### src/rtl/dahb_arbiter_if.sv
// Bus bundle between two AHB3-Lite masters, the arbiter and one AHB3-Lite slave.
// The slave modport is the arbiter's view; the master modport drives masters and slave.
// s_* signals are per-master arrays, m_* signals face the shared slave.
interface dahb_arbiter_if #(
  parameter int AW = 32
);
  logic [AW-1:0] s_haddr_i  [2];
  logic [31:0]   s_hwdata_i [2];
  logic [2:0]    s_hsize_i  [2];
  logic [1:0]    s_htrans_i [2];
  logic          s_hwrite_i [2];
  logic          s_hsel_i   [2];
  logic [31:0]   s_hrdata_o [2];
  logic          s_hready_o [2];
  logic          s_hresp_o  [2];
  logic [AW-1:0] m_haddr_o;
  logic [31:0]   m_hwdata_o;
  logic [2:0]    m_hsize_o;
  logic [1:0]    m_htrans_o;
  logic          m_hwrite_o;
  logic          m_hsel_o;
  logic          m_hmaster_o;
  logic [31:0]   m_hrdata_i;
  logic          m_hready_i;
  logic          m_hresp_i;

  modport slave (
    input  s_haddr_i, s_hwdata_i, s_hsize_i, s_htrans_i, s_hwrite_i, s_hsel_i,
    input  m_hrdata_i, m_hready_i, m_hresp_i,
    output s_hrdata_o, s_hready_o, s_hresp_o,
    output m_haddr_o, m_hwdata_o, m_hsize_o, m_htrans_o, m_hwrite_o, m_hsel_o, m_hmaster_o
  );

  modport master (
    output s_haddr_i, s_hwdata_i, s_hsize_i, s_htrans_i, s_hwrite_i, s_hsel_i,
    output m_hrdata_i, m_hready_i, m_hresp_i,
    input  s_hrdata_o, s_hready_o, s_hresp_o,
    input  m_haddr_o, m_hwdata_o, m_hsize_o, m_htrans_o, m_hwrite_o, m_hsel_o, m_hmaster_o
  );
endinterface

### src/rtl/dahb_arbiter.sv
// Two-master to one-slave AHB3-Lite arbiter with a per-master address-phase buffer.
// Latency: uncontended NONSEQ passes through in the same cycle; a loser waits >=1 cycle plus the winner's data phase.
// Backpressure: a buffered master sees hready low until its own data phase ends; slave hready gates every issue.
module dahb_arbiter #(
  parameter int AW          = 32,
  parameter bit ROUND_ROBIN = 1'b1
) (
  input  logic          s_clk_i,
  input  logic          s_resetn_i,
  dahb_arbiter_if.slave bus
);

  typedef enum logic [1:0] {
    ST_IDLE = 2'd0,
    ST_PEND = 2'd1,
    ST_DATA = 2'd2
  } mst_state_t;

  localparam logic [1:0] HTRANS_IDLE   = 2'd0;
  localparam logic [1:0] HTRANS_NONSEQ = 2'd2;

  mst_state_t    st_q [2];
  mst_state_t    st_d [2];
  logic [AW-1:0] buf_addr_q  [2];
  logic [2:0]    buf_size_q  [2];
  logic          buf_write_q [2];
  logic          dph_valid_q, dph_valid_d;
  logic          dph_id_q, dph_id_d;
  logic          last_grant_q;
  logic          hmaster_q;
  logic [1:0]    rdy;
  logic [1:0]    req;
  logic [1:0]    pend;
  logic          issue;
  logic          win;
  logic          tie_pick;

  // Per-master readiness and live NONSEQ requests; nothing is requested while reset is held.
  always_comb begin
    rdy  = '0;
    req  = '0;
    pend = '0;
    for (int k = 0; k < 2; k++) begin
      pend[k] = (st_q[k] == ST_PEND);
      case (st_q[k])
        ST_IDLE: rdy[k] = 1'b1;
        ST_PEND: rdy[k] = 1'b0;
        default: rdy[k] = bus.m_hready_i;
      endcase
      req[k] = s_resetn_i & bus.s_hsel_i[k] & (bus.s_htrans_i[k] == HTRANS_NONSEQ) & rdy[k];
    end
  end

  // Pick the winner: buffered masters before live ones, ties by round-robin or master 0.
  always_comb begin
    tie_pick = ROUND_ROBIN ? ~last_grant_q : 1'b0;
    issue    = 1'b0;
    win      = 1'b0;
    if (bus.m_hready_i) begin
      if (pend != 2'b00) begin
        issue = 1'b1;
        win   = (pend == 2'b11) ? tie_pick : pend[1];
      end else if (req != 2'b00) begin
        issue = 1'b1;
        win   = (req == 2'b11) ? tie_pick : req[1];
      end
    end
  end

  // Next state per master and data-phase ownership.
  always_comb begin
    for (int k = 0; k < 2; k++) begin
      st_d[k] = st_q[k];
      if (issue && (win == (k == 1))) begin
        st_d[k] = ST_DATA;
      end else if (req[k]) begin
        st_d[k] = ST_PEND;
      end else if ((st_q[k] == ST_DATA) && bus.m_hready_i) begin
        st_d[k] = ST_IDLE;
      end
    end
    dph_valid_d = issue | (dph_valid_q & ~bus.m_hready_i);
    dph_id_d    = issue ? win : dph_id_q;
  end

  // State, data-phase owner, last grant and the held master id.
  always_ff @(posedge s_clk_i or negedge s_resetn_i) begin
    if (!s_resetn_i) begin
      st_q[0]      <= ST_IDLE;
      st_q[1]      <= ST_IDLE;
      dph_valid_q  <= 1'b0;
      dph_id_q     <= 1'b0;
      last_grant_q <= 1'b1;
      hmaster_q    <= 1'b0;
    end else begin
      st_q[0]     <= st_d[0];
      st_q[1]     <= st_d[1];
      dph_valid_q <= dph_valid_d;
      dph_id_q    <= dph_id_d;
      if (issue) begin
        last_grant_q <= win;
        hmaster_q    <= win;
      end
    end
  end

  // Capture the address phase of a live request that could not be issued this cycle.
  always_ff @(posedge s_clk_i or negedge s_resetn_i) begin
    if (!s_resetn_i) begin
      for (int k = 0; k < 2; k++) begin
        buf_addr_q[k]  <= '0;
        buf_size_q[k]  <= '0;
        buf_write_q[k] <= 1'b0;
      end
    end else begin
      for (int k = 0; k < 2; k++) begin
        if (req[k] && (st_d[k] == ST_PEND)) begin
          buf_addr_q[k]  <= bus.s_haddr_i[k];
          buf_size_q[k]  <= bus.s_hsize_i[k];
          buf_write_q[k] <= bus.s_hwrite_i[k];
        end
      end
    end
  end

  // Drive the slave address phase from the buffer or the live master, and route responses back.
  always_comb begin
    bus.m_hsel_o    = 1'b0;
    bus.m_htrans_o  = HTRANS_IDLE;
    bus.m_haddr_o   = '0;
    bus.m_hsize_o   = '0;
    bus.m_hwrite_o  = 1'b0;
    bus.m_hmaster_o = hmaster_q;
    if (issue) begin
      bus.m_hsel_o    = 1'b1;
      bus.m_htrans_o  = HTRANS_NONSEQ;
      bus.m_hmaster_o = win;
      if (pend[win]) begin
        bus.m_haddr_o  = buf_addr_q[win];
        bus.m_hsize_o  = buf_size_q[win];
        bus.m_hwrite_o = buf_write_q[win];
      end else begin
        bus.m_haddr_o  = bus.s_haddr_i[win];
        bus.m_hsize_o  = bus.s_hsize_i[win];
        bus.m_hwrite_o = bus.s_hwrite_i[win];
      end
    end
    // Masters hold hwdata while stalled, so the data phase reads it straight from the owner.
    bus.m_hwdata_o = dph_valid_q ? bus.s_hwdata_i[dph_id_q] : 32'd0;
    for (int k = 0; k < 2; k++) begin
      bus.s_hready_o[k] = rdy[k];
      bus.s_hresp_o[k]  = (dph_valid_q && (dph_id_q == (k == 1))) ? bus.m_hresp_i : 1'b0;
      bus.s_hrdata_o[k] = bus.m_hrdata_i;
    end
  end

endmodule

### src/flat_wrapper.sv
// flat-port wrapper written by rule: the top's interface ports become plain ports
module dahb_arbiter_flat 
#(
  parameter int AW          = 32,
  parameter bit ROUND_ROBIN = 1'b1
)
  (s_clk_i, s_resetn_i, bus_s_haddr_i, bus_s_hwdata_i, bus_s_hsize_i, bus_s_htrans_i, bus_s_hwrite_i, bus_s_hsel_i, bus_m_hrdata_i, bus_m_hready_i, bus_m_hresp_i, bus_s_hrdata_o, bus_s_hready_o, bus_s_hresp_o, bus_m_haddr_o, bus_m_hwdata_o, bus_m_hsize_o, bus_m_htrans_o, bus_m_hwrite_o, bus_m_hsel_o, bus_m_hmaster_o);
  dahb_arbiter_if #(.AW(AW)) bus_i ();
  input  logic s_clk_i;
  input  logic s_resetn_i;
  input wire logic [$bits(bus_i.s_haddr_i)-1:0] bus_s_haddr_i;
  input wire logic [$bits(bus_i.s_hwdata_i)-1:0] bus_s_hwdata_i;
  input wire logic [$bits(bus_i.s_hsize_i)-1:0] bus_s_hsize_i;
  input wire logic [$bits(bus_i.s_htrans_i)-1:0] bus_s_htrans_i;
  input wire logic [$bits(bus_i.s_hwrite_i)-1:0] bus_s_hwrite_i;
  input wire logic [$bits(bus_i.s_hsel_i)-1:0] bus_s_hsel_i;
  input wire logic [$bits(bus_i.m_hrdata_i)-1:0] bus_m_hrdata_i;
  input wire logic [$bits(bus_i.m_hready_i)-1:0] bus_m_hready_i;
  input wire logic [$bits(bus_i.m_hresp_i)-1:0] bus_m_hresp_i;
  output wire logic [$bits(bus_i.s_hrdata_o)-1:0] bus_s_hrdata_o;
  output wire logic [$bits(bus_i.s_hready_o)-1:0] bus_s_hready_o;
  output wire logic [$bits(bus_i.s_hresp_o)-1:0] bus_s_hresp_o;
  output wire logic [$bits(bus_i.m_haddr_o)-1:0] bus_m_haddr_o;
  output wire logic [$bits(bus_i.m_hwdata_o)-1:0] bus_m_hwdata_o;
  output wire logic [$bits(bus_i.m_hsize_o)-1:0] bus_m_hsize_o;
  output wire logic [$bits(bus_i.m_htrans_o)-1:0] bus_m_htrans_o;
  output wire logic [$bits(bus_i.m_hwrite_o)-1:0] bus_m_hwrite_o;
  output wire logic [$bits(bus_i.m_hsel_o)-1:0] bus_m_hsel_o;
  output wire logic [$bits(bus_i.m_hmaster_o)-1:0] bus_m_hmaster_o;
  assign bus_i.s_haddr_i = {>>{bus_s_haddr_i}};
  assign bus_i.s_hwdata_i = {>>{bus_s_hwdata_i}};
  assign bus_i.s_hsize_i = {>>{bus_s_hsize_i}};
  assign bus_i.s_htrans_i = {>>{bus_s_htrans_i}};
  assign bus_i.s_hwrite_i = {>>{bus_s_hwrite_i}};
  assign bus_i.s_hsel_i = {>>{bus_s_hsel_i}};
  assign bus_i.m_hrdata_i = bus_m_hrdata_i;
  assign bus_i.m_hready_i = bus_m_hready_i;
  assign bus_i.m_hresp_i = bus_m_hresp_i;
  assign bus_s_hrdata_o = {>>{bus_i.s_hrdata_o}};
  assign bus_s_hready_o = {>>{bus_i.s_hready_o}};
  assign bus_s_hresp_o = {>>{bus_i.s_hresp_o}};
  assign bus_m_haddr_o = bus_i.m_haddr_o;
  assign bus_m_hwdata_o = bus_i.m_hwdata_o;
  assign bus_m_hsize_o = bus_i.m_hsize_o;
  assign bus_m_htrans_o = bus_i.m_htrans_o;
  assign bus_m_hwrite_o = bus_i.m_hwrite_o;
  assign bus_m_hsel_o = bus_i.m_hsel_o;
  assign bus_m_hmaster_o = bus_i.m_hmaster_o;
  dahb_arbiter #(.AW(AW), .ROUND_ROBIN(ROUND_ROBIN)) u_core (.s_clk_i(s_clk_i), .s_resetn_i(s_resetn_i), .bus(bus_i));
endmodule
### config.mk
export PLATFORM = sky130hd
export DESIGN_NAME = dahb_arbiter_flat
export DESIGN_NICKNAME = d
export VERILOG_FILES = /design/src/rtl/dahb_arbiter_if.sv /design/src/rtl/dahb_arbiter.sv /design/src/flat_wrapper.sv
export SDC_FILE = /design/constraint.sdc
export NUM_CORES = 1
export LEC_CHECK = 0
export CAP_MARGIN = 20
export CORE_AREA = 4 4 121 123
export CTS_BUF_LIST = sky130_fd_sc_hd__clkbuf_8
export CTS_CLUSTER_DIAMETER = 120
export DETAILED_ROUTE_END_ITERATION = 10
export DIE_AREA = 0 0 125 127
export GPL_TIMING_DRIVEN = 0
export PLACE_DENSITY = 0.93
export RECOVER_POWER = 25
export SLEW_MARGIN = 40
export SYNTH_ARGS = -nofsm -noshare
export SYNTH_HDL_FRONTEND = slang
export SYNTH_SLANG_ARGS = --single-unit
### constraint.sdc
create_clock -name s_clk_i -period 4.8 [get_ports s_clk_i]
set_input_delay 0.96 -clock s_clk_i [delete_from_list [all_inputs] [get_ports s_clk_i]]
set_output_delay 0.96 -clock s_clk_i [all_outputs]
set_load 0.03 [all_outputs]
==> results.toml <==
[worst_setup_path]
cp_cell_sequence = "clkdlybuf4s50_1 > and4b_1 > nand2_1 > a31o_2 > buf_2 > buf_2 > nor2_1 > nor4_1 > clkdlybuf4s50_1"
worstSetupPathType = "primary input to output pin"
reg2reg_slack_ps = 2750
crit_buf_inv = 4
required_ps = 3840
worstSetupEndpoint = "bus_m_haddr_o[30]"
worst_path_max_delay_cell = "clkdlybuf4s50_1"
cpPeakStageDelay_ps = 760
rr_worst_depth = 7
critical-path-top-delay-family = "buffers and inverters"
cp-end-kind = "output pin"
r2r_end = "u_core.buf_addr_q[52]"
r2r-start = "u_core.st_q[0]"
worst-path-stages = 9
critPathMaxFanout = 10
worstPathArrival_ps = 3710
cp-startpoint = "bus_s_htrans_i[2]"
worst_setup_path_start_kind = "primary input"

[floorplanning]
die_area_um2 = 15900
dieWidth_um = 125
core-area_um2 = 13700
rows = 43
ioPinCount = 318
die_y_um = 127
start_util_pct = 38.7

[global_route]
globalRoute.busiestLayer = "met2"
grt_util_all_layers_pct = 22.4
grt_max_degree = 50
use_met1_pct = 25.9
antenna_found_initial = 0
met3_usage_pct = 6.06
grt_pass1_wl_um = 28400
gr-usage-met2_pct = 40.6
gr-total-overflow = 0
grt_pass1_vias = 5267

[sta]
setup_viol = 0
finalCriticalPeriod_ps = 4670
slew_headroom_pct = -75.3
fmax_mhz = 214
holdWs_ps = 463
finalHoldViolations = 0
max_slew.worst_pin.slew_ps = 2630
rsz0062_at_grt = "false"
fin_skew_ps = 5.23
layout_setup_ws_ps = 135
period_share_pct = 97.2
report.final.slew_viol_count = 50

[power]
ir_worst_vdd_mv = 0.287
leakagePower_nw = 3.73
p_per_area_nw_per_um2 = 520
finalPower_mw = 4.45

[drt]
routedWlPerCell_um = 18.6
drc = 0
drtIter0Drc = 190
wl_um = 18500
ant_nets = 0
viasPerCell = 4.99
dr.pass1.iters = 4
num_vias = 4967

[logic_synthesis]
syn_inst = 515
yosys-top-cells-area = "dfrtp_1 37%, buf_4 10%, mux2_4 8.5%"
syn_area_um2 = 5280
synth_largest_area_cell = "dfrtp_1"
yosys_warnings = 0
avgSynthCellArea_um2 = 10.3
synth_cell_type_count = 40
synth_top_area_share_pct = 37.4
synth_nets = 693
ys_seq_elements = 80
synth_seq_area_share_pct = 37.9

[clocking]
cts.path.max_buffers = 2
clk_pin_slew_ps = 90
h-tree-depth = 3
cts_tree = "yes"
insertion_delay_ps = 360
ctsRootBufferMaster = "clkbuf_8"
cts.sinks = 80
cts_buffers = 9

[worst_hold_path]
min_path_type = "primary input to async pin"

[placed_design]
placed_area_um2 = 8370
place_inst = 979
hpwlAfterDp_um = 14700
pre_cts_ws_ps = 64.9
place_congestion = 0.835
io_buffers = 283

[run_status]
failed_checks = "capacitance limit, slew limit"
status = "complete, but fails checks"

[job]
cap_violations = 1

[cells_and_area]
n_antenna_cell = 0
layout.cells.non_filler = 995
area_delta_synth_final_pct = 62.2
fillers = 1108
num-nets-final = 988
layout-drive-gt1-share_pct = 22.6
final_area_um2 = 8570
[metrics by stage]
stage          setup TNS [ps]  utilization, %
3_5_place_dp                0            61.2
5_1_grt                     0            62.7
4_1_cts                     0            62.8
6_report                    0            62.7
3_3_place_gp          -244180            61.0
2_1_floorplan               0               -
[routing by layer]
metal | wire length [um] | share of wire, % | up-vias
met4 | 411 | 2.2 | 0
met2 | 9610 | 52 | 222
met1 | 7110 | 38 | 2378
met3 | 1340 | 7.2 | 27
met5 | 0 | 0 | -
li1 | - | - | 2340
[state kept, by name (all words and copies together), names as in the netlist, named ones only]
name                 cells
u_core.buf_addr_q       64
u_core.buf_size_q        6
u_core.buf_write_q       2
u_core.dph_id_q          1
u_core.hmaster_q         1
u_core.last_grant_q      1
u_core.st_q              4
[placed cells by master, fill, tap and decap left out, types with 4 or more instances in the layout]
cell,Yosys,routed
nor2b_1,35,35
a21oi_2,4,4
clkbuf_8,0,9
mux2_1,12,12
o22ai_1,36,36
mux2i_1,32,32
clkdlybuf4s50_1,0,281
mux2_4,30,30
buf_2,14,14
nor2_1,75,75
dfrtp_1,79,79
clkbuf_1,9,9
nor4_1,36,36
nand2_1,15,15
buf_4,71,71
mux2_2,30,30
[layout make-up]
cell class                      instances  area, um^2  share of cell area, %
Buffer                                100         724                   8.46
Clock buffer                            9         124                   1.45
Clock inverter                          7        95.1                   1.11
Inverter                                2        7.51                 0.0876
Multi-Input combinational cell        333        2550                   29.7
Sequential cell                        80        2000                   23.4
Tap cell                              180         225                   2.63
Timing Repair Buffer                  284        2840                   33.1
[what timing repair did]
action	CTS	global route
hold buffers	0	0
resized for setup	0	3
endpoints found under the hold margin	0	0
endpoints found under the setup margin	0	3
setup buffers	0	0
[synthesized netlist by cell type (all sizes together)]
master	number
mux2i	32
a31o	2
nand2b	2
o211ai	1
mux2	72
nor2	75
a21bo	1
o21ai	5
a22oi	1
nand4	1
clkbuf	9
and2	1
and3	1
inv	2
nand4b	1
dfrtp	79
nand2	15
and4b	2
a21o	1
a21oi	4
o31ai	1
o22ai	36
a221o	1
nand3	1
o41ai	1
a311oi	1
nor3	3
buf	91
nor2b	35
nor4	36
conb	1
dfstp	1
[logic make-up (layout without fill, tap and decap cells)]
logic type             Yosys count  after routing  share of synthesized area (%)
buffers and inverters          102            402                           13.8
other                            1              1                         0.0710
and+or+nand+nor                173            173                           16.5
DFF                             80             80                           37.9
muxes                          104            104                           23.5
AOI/OAI and AO/OA               55             55                           8.10
[report_power, final]
part	switching [mW]	leakage (nW)	internal (mW)	total [mW]
sequential	0.209	0.984	1.01	1.22
combinational	1.41	2.64	1.27	2.68
clock	0.262	0.110	0.294	0.556
total	1.88	3.73	2.57	4.45
[worst min-delay path by stage]
stage                                      from               endpoint  slack (ps)
after floorplan           u_core.buf_addr_q[10]  u_core.buf_addr_q[10]         470
after detailed placement   u_core.buf_addr_q[8]   u_core.buf_addr_q[8]         480
after global routing                 s_resetn_i  u_core.buf_addr_q[17]         460
after global placement         u_core.hmaster_q       u_core.hmaster_q         460
final                                s_resetn_i  u_core.buf_addr_q[19]         460
after CTS                            s_resetn_i  u_core.buf_addr_q[17]         460
Note: power is estimated with default switching activity, not from simulation.
